===== config.mk =====
export PLATFORM = sky130hd
export DESIGN_NAME = etc_record_framer_flat
export DESIGN_NICKNAME = d
export VERILOG_FILES = /design/src/rtl/etc_record_framer_if.sv /design/src/rtl/etc_record_framer.sv /design/src/flat_wrapper.sv
export SDC_FILE = /design/constraint.sdc
export NUM_CORES = 1
export LEC_CHECK = 0
export CAP_MARGIN = 5
export CORE_MARGIN = 3
export CORE_UTILIZATION = 40
export DETAILED_ROUTE_END_ITERATION = 8
export PLACE_DENSITY = 0.64
export SLEW_MARGIN = 0
export SYNTH_ARGS = -nofsm -noshare
export SYNTH_HDL_FRONTEND = slang
export SYNTH_SLANG_ARGS = --single-unit

===== constraint.sdc =====
create_clock -name clk -period 4.44 [get_ports clk]
set_input_delay 0.888 -clock clk [delete_from_list [all_inputs] [get_ports clk]]
set_output_delay 0.888 -clock clk [all_outputs]
set_load 0.005 [all_outputs]

===== src/rtl/etc_record_framer_if.sv =====
// Framer-side bundle: measurement input (done/speed/valid_Epass), FIFO write port
// (write/data/full) and status (busy/dropped). Master is the framer, slave the environment.
interface etc_record_framer_if #(
    parameter int WIDTH_SPEED = 14,
    parameter int DATA_SIZE   = 8
);
    logic                   done;
    logic [WIDTH_SPEED-1:0] speed;
    logic [1:0]             valid_Epass;
    logic                   full;
    logic                   write;
    logic [DATA_SIZE-1:0]   data;
    logic                   busy;
    logic                   dropped;

    modport master (
        input  done, speed, valid_Epass, full,
        output write, data, busy, dropped
    );

    modport slave (
        output done, speed, valid_Epass, full,
        input  write, data, busy, dropped
    );
endinterface


===== src/rtl/etc_record_framer.sv =====
// Turns one speed/E-pass measurement into an ASCII record "S dddd , c [CHK] CR LF" and
// streams it into the UART TX FIFO. Define ETC_FRAMER_CHECKSUM_EN to include the XOR byte.
module etc_record_framer #(
    parameter int WIDTH_SPEED = 14,
    parameter int DATA_SIZE   = 8,
    parameter int SAT_VALUE   = 9999
) (
    input logic                 clk,
    input logic                 reset,
    etc_record_framer_if.master bus
);
    localparam logic [1:0] IDLE    = 2'd0;
    localparam logic [1:0] CONVERT = 2'd1;
    localparam logic [1:0] SEND    = 2'd2;

    localparam int CNT_W = $clog2(WIDTH_SPEED);
    localparam logic [CNT_W-1:0]       CNT_LAST = CNT_W'(WIDTH_SPEED - 1);
    localparam logic [WIDTH_SPEED-1:0] SAT_W    = WIDTH_SPEED'(SAT_VALUE);
`ifdef ETC_FRAMER_CHECKSUM_EN
    localparam logic [3:0] LAST_IDX = 4'd9;
`else
    localparam logic [3:0] LAST_IDX = 4'd8;
`endif

    logic [1:0]             state;
    logic [WIDTH_SPEED-1:0] bin;
    logic [15:0]            bcd;
    logic [15:0]            bcd_adj;
    logic [1:0]             epass;
    logic [CNT_W-1:0]       cnt;
    logic [3:0]             idx;
    logic [3:0]             nidx;
    logic [7:0]             data_r;
    logic [7:0]             next_byte;
    logic                   busy_r;
    logic                   dropped_r;
    logic [7:0]             d3, d2, d1, d0, cls;

    function automatic logic [WIDTH_SPEED-1:0] sat_speed(input logic [WIDTH_SPEED-1:0] s);
        return (s > SAT_W) ? SAT_W : s;
    endfunction

    // Double-dabble correction: any BCD digit >= 5 gets +3 before the next shift.
    function automatic logic [15:0] dabble_adj(input logic [15:0] b);
        logic [15:0] r;
        r = b;
        for (int d = 0; d < 4; d++) begin
            if (r[4*d +: 4] >= 4'd5) r[4*d +: 4] = r[4*d +: 4] + 4'd3;
        end
        return r;
    endfunction

    assign bcd_adj = dabble_adj(bcd);
    assign nidx    = idx + 4'd1;

    assign d3  = {4'h3, bcd[15:12]};
    assign d2  = {4'h3, bcd[11:8]};
    assign d1  = {4'h3, bcd[7:4]};
    assign d0  = {4'h3, bcd[3:0]};
    assign cls = {6'b001100, epass};

`ifdef ETC_FRAMER_CHECKSUM_EN
    logic [7:0] chk;
    assign chk = 8'h53 ^ d3 ^ d2 ^ d1 ^ d0 ^ 8'h2C ^ cls;
`endif

    // Byte to present after the current one is accepted; byte 0 ('S') is loaded on entry to SEND.
    always_comb begin
        next_byte = 8'h00;
        case (nidx)
            4'd1: next_byte = d3;
            4'd2: next_byte = d2;
            4'd3: next_byte = d1;
            4'd4: next_byte = d0;
            4'd5: next_byte = 8'h2C;
            4'd6: next_byte = cls;
`ifdef ETC_FRAMER_CHECKSUM_EN
            4'd7: next_byte = chk;
            4'd8: next_byte = 8'h0D;
            4'd9: next_byte = 8'h0A;
`else
            4'd7: next_byte = 8'h0D;
            4'd8: next_byte = 8'h0A;
`endif
            default: next_byte = 8'h00;
        endcase
    end

    assign bus.write   = (state == SEND) && !bus.full;
    assign bus.data    = data_r;
    assign bus.busy    = busy_r;
    assign bus.dropped = dropped_r;

    always_ff @(posedge clk) begin
        if (reset) begin
            state     <= IDLE;
            bin       <= '0;
            bcd       <= '0;
            epass     <= '0;
            cnt       <= '0;
            idx       <= '0;
            data_r    <= 8'h00;
            busy_r    <= 1'b0;
            dropped_r <= 1'b0;
        end else begin
            if (bus.done && state != IDLE) dropped_r <= 1'b1;
            case (state)
                IDLE: begin
                    if (bus.done) begin
                        bin    <= sat_speed(bus.speed);
                        epass  <= bus.valid_Epass;
                        bcd    <= '0;
                        cnt    <= '0;
                        busy_r <= 1'b1;
                        state  <= CONVERT;
                    end
                end
                CONVERT: begin
                    bcd <= {bcd_adj[14:0], bin[WIDTH_SPEED-1]};
                    bin <= {bin[WIDTH_SPEED-2:0], 1'b0};
                    cnt <= cnt + 1'b1;
                    if (cnt == CNT_LAST) begin
                        state  <= SEND;
                        idx    <= '0;
                        data_r <= 8'h53;
                    end
                end
                SEND: begin
                    if (!bus.full) begin
                        if (idx == LAST_IDX) begin
                            state  <= IDLE;
                            busy_r <= 1'b0;
                            idx    <= '0;
                        end else begin
                            idx    <= nidx;
                            data_r <= next_byte;
                        end
                    end
                end
                default: state <= IDLE;
            endcase
        end
    end
endmodule


===== src/flat_wrapper.sv =====
// flat-port wrapper written by rule: the top's interface ports become plain ports
module etc_record_framer_flat 
#(
    parameter int WIDTH_SPEED = 14,
    parameter int DATA_SIZE   = 8,
    parameter int SAT_VALUE   = 9999
)
  (clk, reset, bus_done, bus_speed, bus_valid_Epass, bus_full, bus_write, bus_data, bus_busy, bus_dropped);
  etc_record_framer_if #(.WIDTH_SPEED(WIDTH_SPEED), .DATA_SIZE(DATA_SIZE)) bus_i ();
  input logic clk;
  input logic reset;
  input wire logic [$bits(bus_i.done)-1:0] bus_done;
  input wire logic [$bits(bus_i.speed)-1:0] bus_speed;
  input wire logic [$bits(bus_i.valid_Epass)-1:0] bus_valid_Epass;
  input wire logic [$bits(bus_i.full)-1:0] bus_full;
  output wire logic [$bits(bus_i.write)-1:0] bus_write;
  output wire logic [$bits(bus_i.data)-1:0] bus_data;
  output wire logic [$bits(bus_i.busy)-1:0] bus_busy;
  output wire logic [$bits(bus_i.dropped)-1:0] bus_dropped;
  assign bus_i.done = bus_done;
  assign bus_i.speed = bus_speed;
  assign bus_i.valid_Epass = bus_valid_Epass;
  assign bus_i.full = bus_full;
  assign bus_write = bus_i.write;
  assign bus_data = bus_i.data;
  assign bus_busy = bus_i.busy;
  assign bus_dropped = bus_i.dropped;
  etc_record_framer #(.WIDTH_SPEED(WIDTH_SPEED), .DATA_SIZE(DATA_SIZE), .SAT_VALUE(SAT_VALUE)) u_core (.clk(clk), .reset(reset), .bus(bus_i));
endmodule

* After elaboration in Yosys (flattened, before gate mapping) *
Cells that the tools add are included.

storage, ports and cells
  input port bits = 20
  bits in registers = 52
  output and inout bits = 11
  word-level logic and storage cells = 80

cells by class
  mux-type cells = 29
  add/subtract/negate cells = 6
  eq/ne operators = 17
  magnitude comparators = 5
  reduce and logical (&&, ||, !) cells = 14

operator list
  kind                    number
  $pmux W6 S8             1
  $pmux W16 S2            1
  $mux W14                2
  $mux W4                 7
  $pmux W14 S2            1
  $mux W8                 3
  $eq A4 B3 Y1 const B    4
  $ge A4 B3 Y1 const B    4
  $mux W16                1
  $pmux W4 S2             2
  $pmux W8 S2             1
  $gt A14 B14 Y1 const B  1
  $add A4 B2 Y4 const B   3
  $eq A4 B4 Y1 const B    3
  $reduce_and A4 Y1       3
  $add A4 B1 Y4 const B   2
  $eq A4 B2 Y1 const B    2
  $mux W2                 4
  $ne A2 B2 Y1 const B    4
  $reduce_bool A2 Y1      4
  $pmux W2 S3             1
  $eq A4 B1 Y1 const B    1
  $reduce_and A2 Y1       2
  $add A3 B2 Y3 const B   1
  other kinds (10)        13

* Depth between registers and ports, before layout *
Gate-level depths: netlist (run 1).

  word-level depth = 6
  mapped depth = 8

* Worst setup path after synthesis (run 1) *
Ideal clock, no wire load.

  path kind = in2out
  from = input bus_full
  to = output bus_write
  arrival = 1.122 ns
  required time = 3.552 ns
  path buffers = 0
  path slack = 2.430 ns
  cell stages on the path = 1
  cell sequence = nor3b_4

between the ends
  cells in the longest elaborated chain, start to end = 2

RTL lines
  item                 line                     text
  start, declared      flat_wrapper.sv:15       input wire logic [$bits(bus_i.full)-1:0] bus_full;
  $logic_not A1 Y1     etc_record_framer.sv:89  assign bus.write = (state == SEND) && !bus.full;
  $logic_and A1 B1 Y1  etc_record_framer.sv:89
  end, declared        flat_wrapper.sv:16       output wire logic [$bits(bus_i.write)-1:0] bus_write;

Every way passes these cells.

* Final worst setup path (run 1) *
Ends and elaborated chain as after synthesis.

==> impl_table.tex, run 1 <==
\begin{tabular}{lr}
\hline
Metric & Value \\
\hline
\multicolumn{2}{l}{\textbf{Hold path}} \\
Hold Path End & u\_core.bus.dropped \\
Hold Path Stages & 2 \\
Worst min-delay path category & flip-flop to flip-flop \\
Startpoint of the most critical hold path & u\_core.bus.dropped \\
\multicolumn{2}{l}{\textbf{Clock network}} \\
Clock Pin Slew Worst Setup and Hold Paths & 0.09 ns \\
Clock latency on the worst-skew pair & 0.30 ns \\
Clock H-tree levels & 2 \\
Worst-case clock buffer depth & 2 \\
TritonCTS clock tree & yes \\
Post-CTS repair timing setup buffer count & 0 \\
CTS sink cnt & 51 \\
Root buf cell & sky130\_fd\_sc\_hd\_\_clkbuf\_8 \\
Cts hold-fix bufs & 0 \\
Cts bufs inserted & 5 \\
Total of cells resized after clock tree synthesis & 0 \\
\multicolumn{2}{l}{\textbf{Timing}} \\
Worst-case clock skew & 0.00554 ns \\
Fmax & 324 MHz \\
Portion of the clock cycle consumed by the worst path in the final layout & 0.694 \\
Number of setup violations in the final report & 0 \\
Summed negative setup slack over all endpoints & 0 ns \\
Post-route setup slack & 1.36 ns \\
RSZ-0062 raised after global routing & false \\
Relative max-transition margin & 0.396 \\
Minimum clock period & 3.08 ns \\
Number of max-slew violations in the final report & 0 \\
Pin slew with the least headroom to its limit & 0.907 ns \\
Number of failing hold endpoints at the final stage & 0 \\
\multicolumn{2}{l}{\textbf{Power and ir drop}} \\
Power share of the combinational group & 0.107 \\
Maximum VDD drop & 0.118 mV \\
Internal power consumption & 0.000616 W \\
Switching part of the total power & 0.258 \\
Power share of the sequential group & 0.583 \\
Static Leakage & 1.13 nW \\
Clock Power Share & 0.310 \\
Power density of the placed cells & 259 nW/µm² \\
Switching power & 0.000214 W \\
\multicolumn{2}{l}{\textbf{Drt}} \\
Routed Antenna Nets & 0 \\
Average detailed-routed wire length per instance & 14.1 µm \\
Number of optimization iterations in the first detailed-route pass & 4 \\
1st-iter DRT viols & 126 \\
DRC & 0 \\
Number of vias per cell & 5.47 \\
Drt total wl & 6.44 mm \\
Vias & 2502 \\
\multicolumn{2}{l}{\textbf{Die}} \\
DIE WIDTH & 89.9 µm \\
Area enclosed by the die boundary & 8080 µm² \\
Vertical die dimension & 89.9 µm \\
FP Rows & 29 \\
Number of ports placed on the die boundary & 31 \\
Standard cell core area & 6570 µm² \\
Effective utilization at floorplan & 0.428 \\
\multicolumn{2}{l}{\textbf{Cells and area}} \\
Area of the multi-input gates & 1590 µm² \\
Layout overhead on the synthesized area & 13.6\% \\
Sequential cell area & 1020 µm² \\
Share of layout cells above drive strength 1 & 0.0495 \\
ANT cells & 0 \\
Fill cell instance count of the final layout & 656 \\
Number of standard cells in the layout, taps in and fillers out & 457 \\
Final nets & 400 \\
\multicolumn{2}{l}{\textbf{Setup path}} \\
Endpoint arrival time on the critical path & 2.19 ns \\
Depth of the most critical reg-to-reg path & 4 \\
Kind of cell with the highest combined delay on the critical path & buffers and inverters \\
CP peak stage delay & 0.55 ns \\
Crit Reg-Reg Endpoint & u\_core.bin[1] \\
Critical path buffers and inverters & 2 \\
Endpoint class of the critical path & output pin \\
Top cell by count, worst path & sky130\_fd\_sc\_hd\_\_clkdlybuf4s50\_1 \\
Reg2reg start & u\_core.state[0] \\
Crit Path Max Fanout & 5 \\
Worst path slowest cell & sky130\_fd\_sc\_hd\_\_clkdlybuf4s50\_1 \\
Chain of cells forming the critical path & clkdlybuf4s50\_1 -> nor3b\_4 -> clkdlybuf4s50\_1 \\
Startpoint type of the worst setup path & input port \\
Critical path data required time & 3.55 ns \\
Crit Path Category & input port to output pin \\
Setup slack of the most critical reg-to-reg path & 2.18 ns \\
\multicolumn{2}{l}{\textbf{Synth}} \\
Number of instances in the synthesized netlist & 348 \\
Number of register bits inferred by synthesis & 51 \\
Syn\_nets & 383 \\
Average cell area after synthesis & 8.09 µm² \\
Main area contributors after synthesis & sky130\_fd\_sc\_hd\_\_dfxtp\_1, sky130\_fd\_sc\_hd\_\_ha\_1, sky130\_fd\_sc\_hd\_\_nor2\_1 \\
Fraction of synthesis flops using an asynchronous set or reset pin & 0 \\
Number of warnings issued by yosys & 0 \\
Area share of the leading cell type in the synthesized netlist & 0.363 \\
Leading area contributor after synthesis & sky130\_fd\_sc\_hd\_\_dfxtp\_1 \\
Number of distinct library cells after synthesis & 51 \\
Number of flops mapped to enable cells by yosys & 0 \\
Prevailing post-synth register cell & sky130\_fd\_sc\_hd\_\_dfxtp\_1 \\
Post-synthesis instance area & 2810 µm² \\
Sequential area share after synthesis & 0.363 \\
\multicolumn{2}{l}{\textbf{Place}} \\
Pre-CTS WS & 1.30 ns \\
Last weighted congestion value of the routability-driven placer & 0.789 \\
Number of port buffers & 29 \\
Half-perimeter wire length of the detailed placement result & 4.52 mm \\
Cell Count Post-Placement & 451 \\
\multicolumn{2}{l}{\textbf{GRT}} \\
Global-route usage over all layers & 0.162 \\
Total overflow reported by the global router & 0 \\
Global-route wire length before repair & 11.0 mm \\
Number of global-route vias before repair & 2212 \\
Largest net degree at the start of global routing & 42 \\
Number of antenna violations at the first check in global routing & 0 \\
\multicolumn{2}{l}{\textbf{Outcome}} \\
Run status & finished clean \\
\multicolumn{2}{l}{\textbf{Run}} \\
Reported max-cap violation count & 0 \\
\hline
\end{tabular}
## synthesized netlist by cell type, types with 6 or more instances
| cell | instances |
|---|---|
| sky130_fd_sc_hd__dfxtp_1 | 51 |
| sky130_fd_sc_hd__nor2_1 | 41 |
| sky130_fd_sc_hd__nand2_1 | 29 |
| sky130_fd_sc_hd__a21oi_1 | 27 |
| sky130_fd_sc_hd__inv_1 | 22 |
| sky130_fd_sc_hd__o21ai_0 | 19 |
| sky130_fd_sc_hd__nand3_1 | 17 |
| sky130_fd_sc_hd__nor3_1 | 16 |
| sky130_fd_sc_hd__ha_1 | 15 |
| sky130_fd_sc_hd__buf_2 | 8 |
| sky130_fd_sc_hd__clkbuf_1 | 8 |
| sky130_fd_sc_hd__xnor2_1 | 7 |
| sky130_fd_sc_hd__a31oi_1 | 6 |
| sky130_fd_sc_hd__o211ai_1 | 6 |
## worst max-delay path by stage
stage,startpoint,depth (start not counted),to
detailed placement,bus_done,4,u_core.bin[1]
global route,bus_full,3,bus_write
finish,bus_full,3,bus_write
floorplan,bus_full,1,bus_write
global placement,bus_full,3,bus_write
CTS,bus_full,3,bus_write
## routing by layer
| metal | routed length [µm] | GRT usage | vias up |
|---|---|---|---|
| li1 | - | - | 1264 |
| met1 | 3110 | 0.230 | 1177 |
| met2 | 2990 | 0.255 | 54 |
| met3 | 266 | 0.0317 | 7 |
| met4 | 68 | 0.0383 | 0 |
| met5 | 0 | 0 | - |
## cell families (layout without fill, tap and decap cells)
| logic type | Yosys count | in the layout | share of synthesized area |
|---|---|---|---|
| compound gates | 95 | 95 | 0.222 |
| xor+xnor | 11 | 11 | 0.0462 |
| fa+ha+maj | 15 | 15 | 0.0667 |
| buf+inv | 44 | 60 | 0.0716 |
| flops | 51 | 51 | 0.363 |
| mux | 2 | 2 | 0.00711 |
| other cells | 1 | 1 | 0.00133 |
| simple gates | 129 | 129 | 0.222 |
## cell type report
cell class	instances	share of cell area
sequential	51	0.319
tap	93	0.0364
clock inverter	1	0.00235
clock buffer	5	0.0215
inverter	22	0.0258
multi-input combinational	253	0.498
timing repair buffer	32	0.0963
## power groups by stage
stage	Combinational (W)	Sequential (W)	Clock, W
after floorplan	0.0000582	0.000490	0
after global placement	0.0000880	0.000494	0
after detailed placement	0.0000895	0.000494	0
after CTS	0.0000898	0.000484	0.000265
after global routing	0.0000996	0.000486	0.000285
final	0.0000886	0.000484	0.000257
## per-stage QoR
stage	hold WS (ns)	area [µm²]	total power, W	util
6_report	0.446	3200	0.000829	0.487
5_1_grt	0.471	3200	0.000871	0.487
4_1_cts	0.450	3200	0.000839	0.487
3_5_place_dp	0.438	3120	0.000584	0.475
3_3_place_gp	0.433	3120	0.000582	0.475
2_1_floorplan	0.432	2810	0.000549	-
## cells in the final DEF, fill, tap and decap left out, drive strengths merged, types with 2 or more instances in the layout
cell type,count
a2111oi,6
a211oi,5
a21o,3
a21oi,28
a22o,3
a22oi,5
a31oi,6
a32oi,3
and3,2
buf,4
clkbuf,5
clkdlybuf4s50,28
dfxtp,51
ha,15
inv,22
mux2i,2
nand2,29
nand2b,5
nand3,18
nand3b,4
nand4,3
nor2,41
nor3,16
nor3b,3
nor4,5
o211ai,6
o21a,2
o21ai,21
xnor2,8
xor2,3
## sequential cells by signal (all words and copies together), names as in the netlist
| register | cells |
|---|---|
| u_core.bcd | 16 |
| u_core.bin | 14 |
| u_core.bus.data | 7 |
| u_core.cnt | 4 |
| u_core.idx | 4 |
| u_core.epass | 2 |
| u_core.state | 2 |
| u_core.bus.busy | 1 |
| u_core.bus.dropped | 1 |
## worst register-to-register path: stages (launching register included)
cell                        delay (ns)
sky130_fd_sc_hd__dfxtp_1          0.43
sky130_fd_sc_hd__inv_1            0.18
sky130_fd_sc_hd__nand3_1          0.40
sky130_fd_sc_hd__a21oi_1          0.87
sky130_fd_sc_hd__a2111oi_0        0.23
(Power assumes the default switching activity.)
==> run 2, diff against run 1 <==
clock period = 2.9 ns   (was 4.44 ns; I/O delays follow)
==> run 2 against run 1 <==
Compared with the run above:
- cell count rose by 1.1%
- register-to-register slack worse by 1.5 ns
- cell area up 1.2%
- critical path depth unchanged
- largest cell class unchanged
- highest routed layer unchanged
==> impl_table.tex, run 2 (same netlist as run 1, synthesis figures left out) <==
\begin{tabular}{lr}
\hline
Metric & Value \\
\hline
\multicolumn{2}{l}{\textbf{Die}} \\
Effective utilization at floorplan & 0.428 (unchanged) \\
Area enclosed by the die boundary & 8080 µm² (unchanged) \\
FP Rows & 29 (unchanged) \\
Standard cell core area & 6570 µm² (unchanged) \\
Vertical die dimension & 89.9 µm (unchanged) \\
DIE WIDTH & 89.9 µm (unchanged) \\
Number of ports placed on the die boundary & 31 (unchanged) \\
\multicolumn{2}{l}{\textbf{Setup path}} \\
Critical path buffers and inverters & 2 (unchanged) \\
Endpoint class of the critical path & output pin \\
Startpoint type of the worst setup path & input port \\
Crit Path Max Fanout & 5 (unchanged) \\
Chain of cells forming the critical path & clkdlybuf4s50\_1 -> nor3b\_4 -> clkdlybuf4s50\_1 \\
Depth of the most critical reg-to-reg path & 5 (+1) \\
Setup slack of the most critical reg-to-reg path & 0.70 ns (-1.48 ns) \\
Endpoint arrival time on the critical path & 1.89 ns (-0.30 ns) \\
Critical path data required time & 2.32 ns (-1.23 ns) \\
Crit Reg-Reg Endpoint & u\_core.bus.data[0] \\
Crit Path Category & input port to output pin \\
Worst path slowest cell & sky130\_fd\_sc\_hd\_\_clkdlybuf4s50\_1 \\
Kind of cell with the highest combined delay on the critical path & buffers and inverters \\
Top cell by count, worst path & sky130\_fd\_sc\_hd\_\_clkdlybuf4s50\_1 \\
Stages on worst setup path & 3 (unchanged) \\
Reg2reg start & u\_core.idx[0] \\
CP peak stage delay & 0.55 ns (about the same) \\
\multicolumn{2}{l}{\textbf{Cells and area}} \\
Most used cells in the layout excluding fill and tap cells & sky130\_fd\_sc\_hd\_\_dfxtp\_1, sky130\_fd\_sc\_hd\_\_nor2\_1, sky130\_fd\_sc\_hd\_\_nand2\_1, sky130\_fd\_sc\_hd\_\_clkdlybuf4s50\_1, sky130\_fd\_sc\_hd\_\_a21oi\_1 \\
Max FFs per register & 16 (unchanged) \\
Fill cell instance count of the final layout & 631 (-3.8\%) \\
Final cell utilization of the core & 0.492 (+0.00591) \\
Final nets & 403 (+0.75\%) \\
Share of layout cells above drive strength 1 & 0.0623 (+0.0129) \\
Register containing the most flip-flops in the final layout & u\_core.bcd \\
Most common cell after layout, fill and taps aside & sky130\_fd\_sc\_hd\_\_dfxtp\_1 \\
Layout overhead on the synthesized area & 14.9\% \\
ANT cells & 0 (unchanged) \\
Layout Cell Area excl Fill & 3230 µm² (+1.2\%) \\
\multicolumn{2}{l}{\textbf{Power and ir drop}} \\
Static Leakage & 1.16 nW (+2.2\%) \\
Power share of the sequential group & 0.567 (-0.016) \\
Switching part of the total power & 0.265 (+0.00788) \\
Switching power & 0.000347 W (+62\%) \\
Maximum VDD drop & 0.165 mV (+40\%) \\
Internal power consumption & 0.000959 W (+56\%) \\
Power share of the combinational group & 0.106 (about the same) \\
Power density of the placed cells & 404 nW/µm² (+56\%) \\
Clock Power Share & 0.327 (+0.017) \\
\multicolumn{2}{l}{\textbf{Drt}} \\
DRC & 0 (unchanged) \\
1st-iter DRT viols & 107 (-15\%) \\
Vias & 2506 (+0.16\%) \\
Number of vias per cell & 5.42 (-0.92\%) \\
Average detailed-routed wire length per instance & 13.7 µm (-3.0\%) \\
Routed Antenna Nets & 0 (unchanged) \\
Drt total wl & 6.32 mm (-1.9\%) \\
Number of optimization iterations in the first detailed-route pass & 4 (unchanged) \\
\multicolumn{2}{l}{\textbf{GRT}} \\
Total overflow reported by the global router & 0 (unchanged) \\
Number of global-route vias before repair & 2208 (-0.18\%) \\
Largest net degree at the start of global routing & 31 (-26\%) \\
Global-route wire length before repair & 10.6 mm (-3.3\%) \\
Number of antenna violations at the first check in global routing & 0 (unchanged) \\
Global-route usage over all layers & 0.156 (-0.00662) \\
\multicolumn{2}{l}{\textbf{Timing}} \\
Relative max-transition margin & 0.489 (+0.0936) \\
RSZ-0062 raised after global routing & false \\
Number of max-slew violations in the final report & 0 (unchanged) \\
Number of failing hold endpoints at the final stage & 0 (unchanged) \\
Summed negative setup slack over all endpoints & 0 ns (unchanged) \\
Worst-case clock skew & 0.0132 ns (+0.00767 ns) \\
Minimum clock period & 2.47 ns \\
Fmax & 404 MHz \\
Portion of the clock cycle consumed by the worst path in the final layout & 0.853 \\
Number of setup violations in the final report & 0 (unchanged) \\
Final-layout worst hold slack & 0.448 ns (+0.00211 ns) \\
Pin slew with the least headroom to its limit & 0.764 ns (-0.142 ns) \\
\multicolumn{2}{l}{\textbf{Place}} \\
Number of port buffers & 29 (unchanged) \\
Half-perimeter wire length of the detailed placement result & 4.58 mm (+1.3\%) \\
DP Area & 3140 µm² (+0.72\%) \\
Last weighted congestion value of the routability-driven placer & 0.803 (+1.8\%) \\
\multicolumn{2}{l}{\textbf{Hold path}} \\
Hold Path Stages & 2 (unchanged) \\
Startpoint of the most critical hold path & u\_core.bus.dropped \\
Worst min-delay path category & flip-flop to flip-flop \\
Hold Path End & u\_core.bus.dropped \\
\multicolumn{2}{l}{\textbf{Clock network}} \\
Clock latency on the worst-skew pair & 0.31 ns (about the same) \\
Root buf cell & sky130\_fd\_sc\_hd\_\_clkbuf\_8 \\
Cts bufs inserted & 5 (unchanged) \\
Worst-case clock buffer depth & 2 (unchanged) \\
Total of cells resized after clock tree synthesis & 0 (unchanged) \\
Clock H-tree levels & 2 (unchanged) \\
Post-CTS repair timing setup buffer count & 0 (unchanged) \\
Cts hold-fix bufs & 0 (unchanged) \\
Clock Pin Slew Worst Setup and Hold Paths & 0.11 ns (+0.02 ns) \\
TritonCTS clock tree & yes \\
CTS sink cnt & 51 (unchanged) \\
\multicolumn{2}{l}{\textbf{Run}} \\
Reported max-cap violation count & 0 (unchanged) \\
\multicolumn{2}{l}{\textbf{Outcome}} \\
Run status & finished clean \\
\hline
\end{tabular}
-- run 2: cell count changes in the layout (fill, tap and decap cells not counted) --
cell                       delta
sky130_fd_sc_hd__buf_4        +3
sky130_fd_sc_hd__inv_8        +1
sky130_fd_sc_hd__clkinv_2     +1
-- run 2: worst max path at each step --
stage | startpoint | end | slack [ns]
floorplan | u_core.idx[0] | u_core.bus.data[3] | 1.20
global placement | bus_full | bus_write | 0.45
detailed placement | bus_full | bus_write | 0.42
CTS | bus_full | bus_write | 0.42
global route | bus_full | bus_write | 0.36
finish | bus_full | bus_write | 0.43
-- run 2: power groups by stage --
stage / sequential, W / clock [W] / combinational, W
after floorplan: 0.000751 / 0 / 0.0000891
after CTS: 0.000741 / 0.000438 / 0.000140
after global placement: 0.000756 / 0 / 0.000139
after global routing: 0.000744 / 0.000477 / 0.000153
final: 0.000741 / 0.000427 / 0.000139
after detailed placement: 0.000757 / 0 / 0.000140
-- run 2: through the flow --
stage	cells	worst slack (ns)	power [W]
CTS	462	0.418	0.00132
global route	462	0.363	0.00137
floorplan	348	1.20	0.000840
finish	462	0.426	0.00131
global placement	454	0.452	0.000895
detailed placement	454	0.424	0.000896
-- run 2: per-layer routing --
layer	GRT usage	wire [µm]	part of all wire
met2	0.249	2940	0.47
met4	0.0459	64	0.010
met5	0	0	0
met3	0.0284	208	0.033
met1	0.215	3100	0.49
-- run 2: worst register-to-register path, delay by kind of cell (launching register included) --
family                     cells  cell delay [ns]
AOI/OAI and AO/OA              2             0.54
xor gates and xnor gates       1             0.45
adders and majority gates      1             0.45
DFF                            1             0.53
and+or+nand+nor                1             0.09
-- run 2: final cells by class --
type,instances,area (µm²),share of cell area
Clock inverter,3,23.8,0.00735
Inverter,22,82.6,0.0255
Clock buffer,5,68.8,0.0213
Timing Repair Buffer,35,330,0.102
Sequential cell,51,1020,0.316
Tap cell,93,116,0.0360
Multi-Input combinational cell,253,1590,0.492
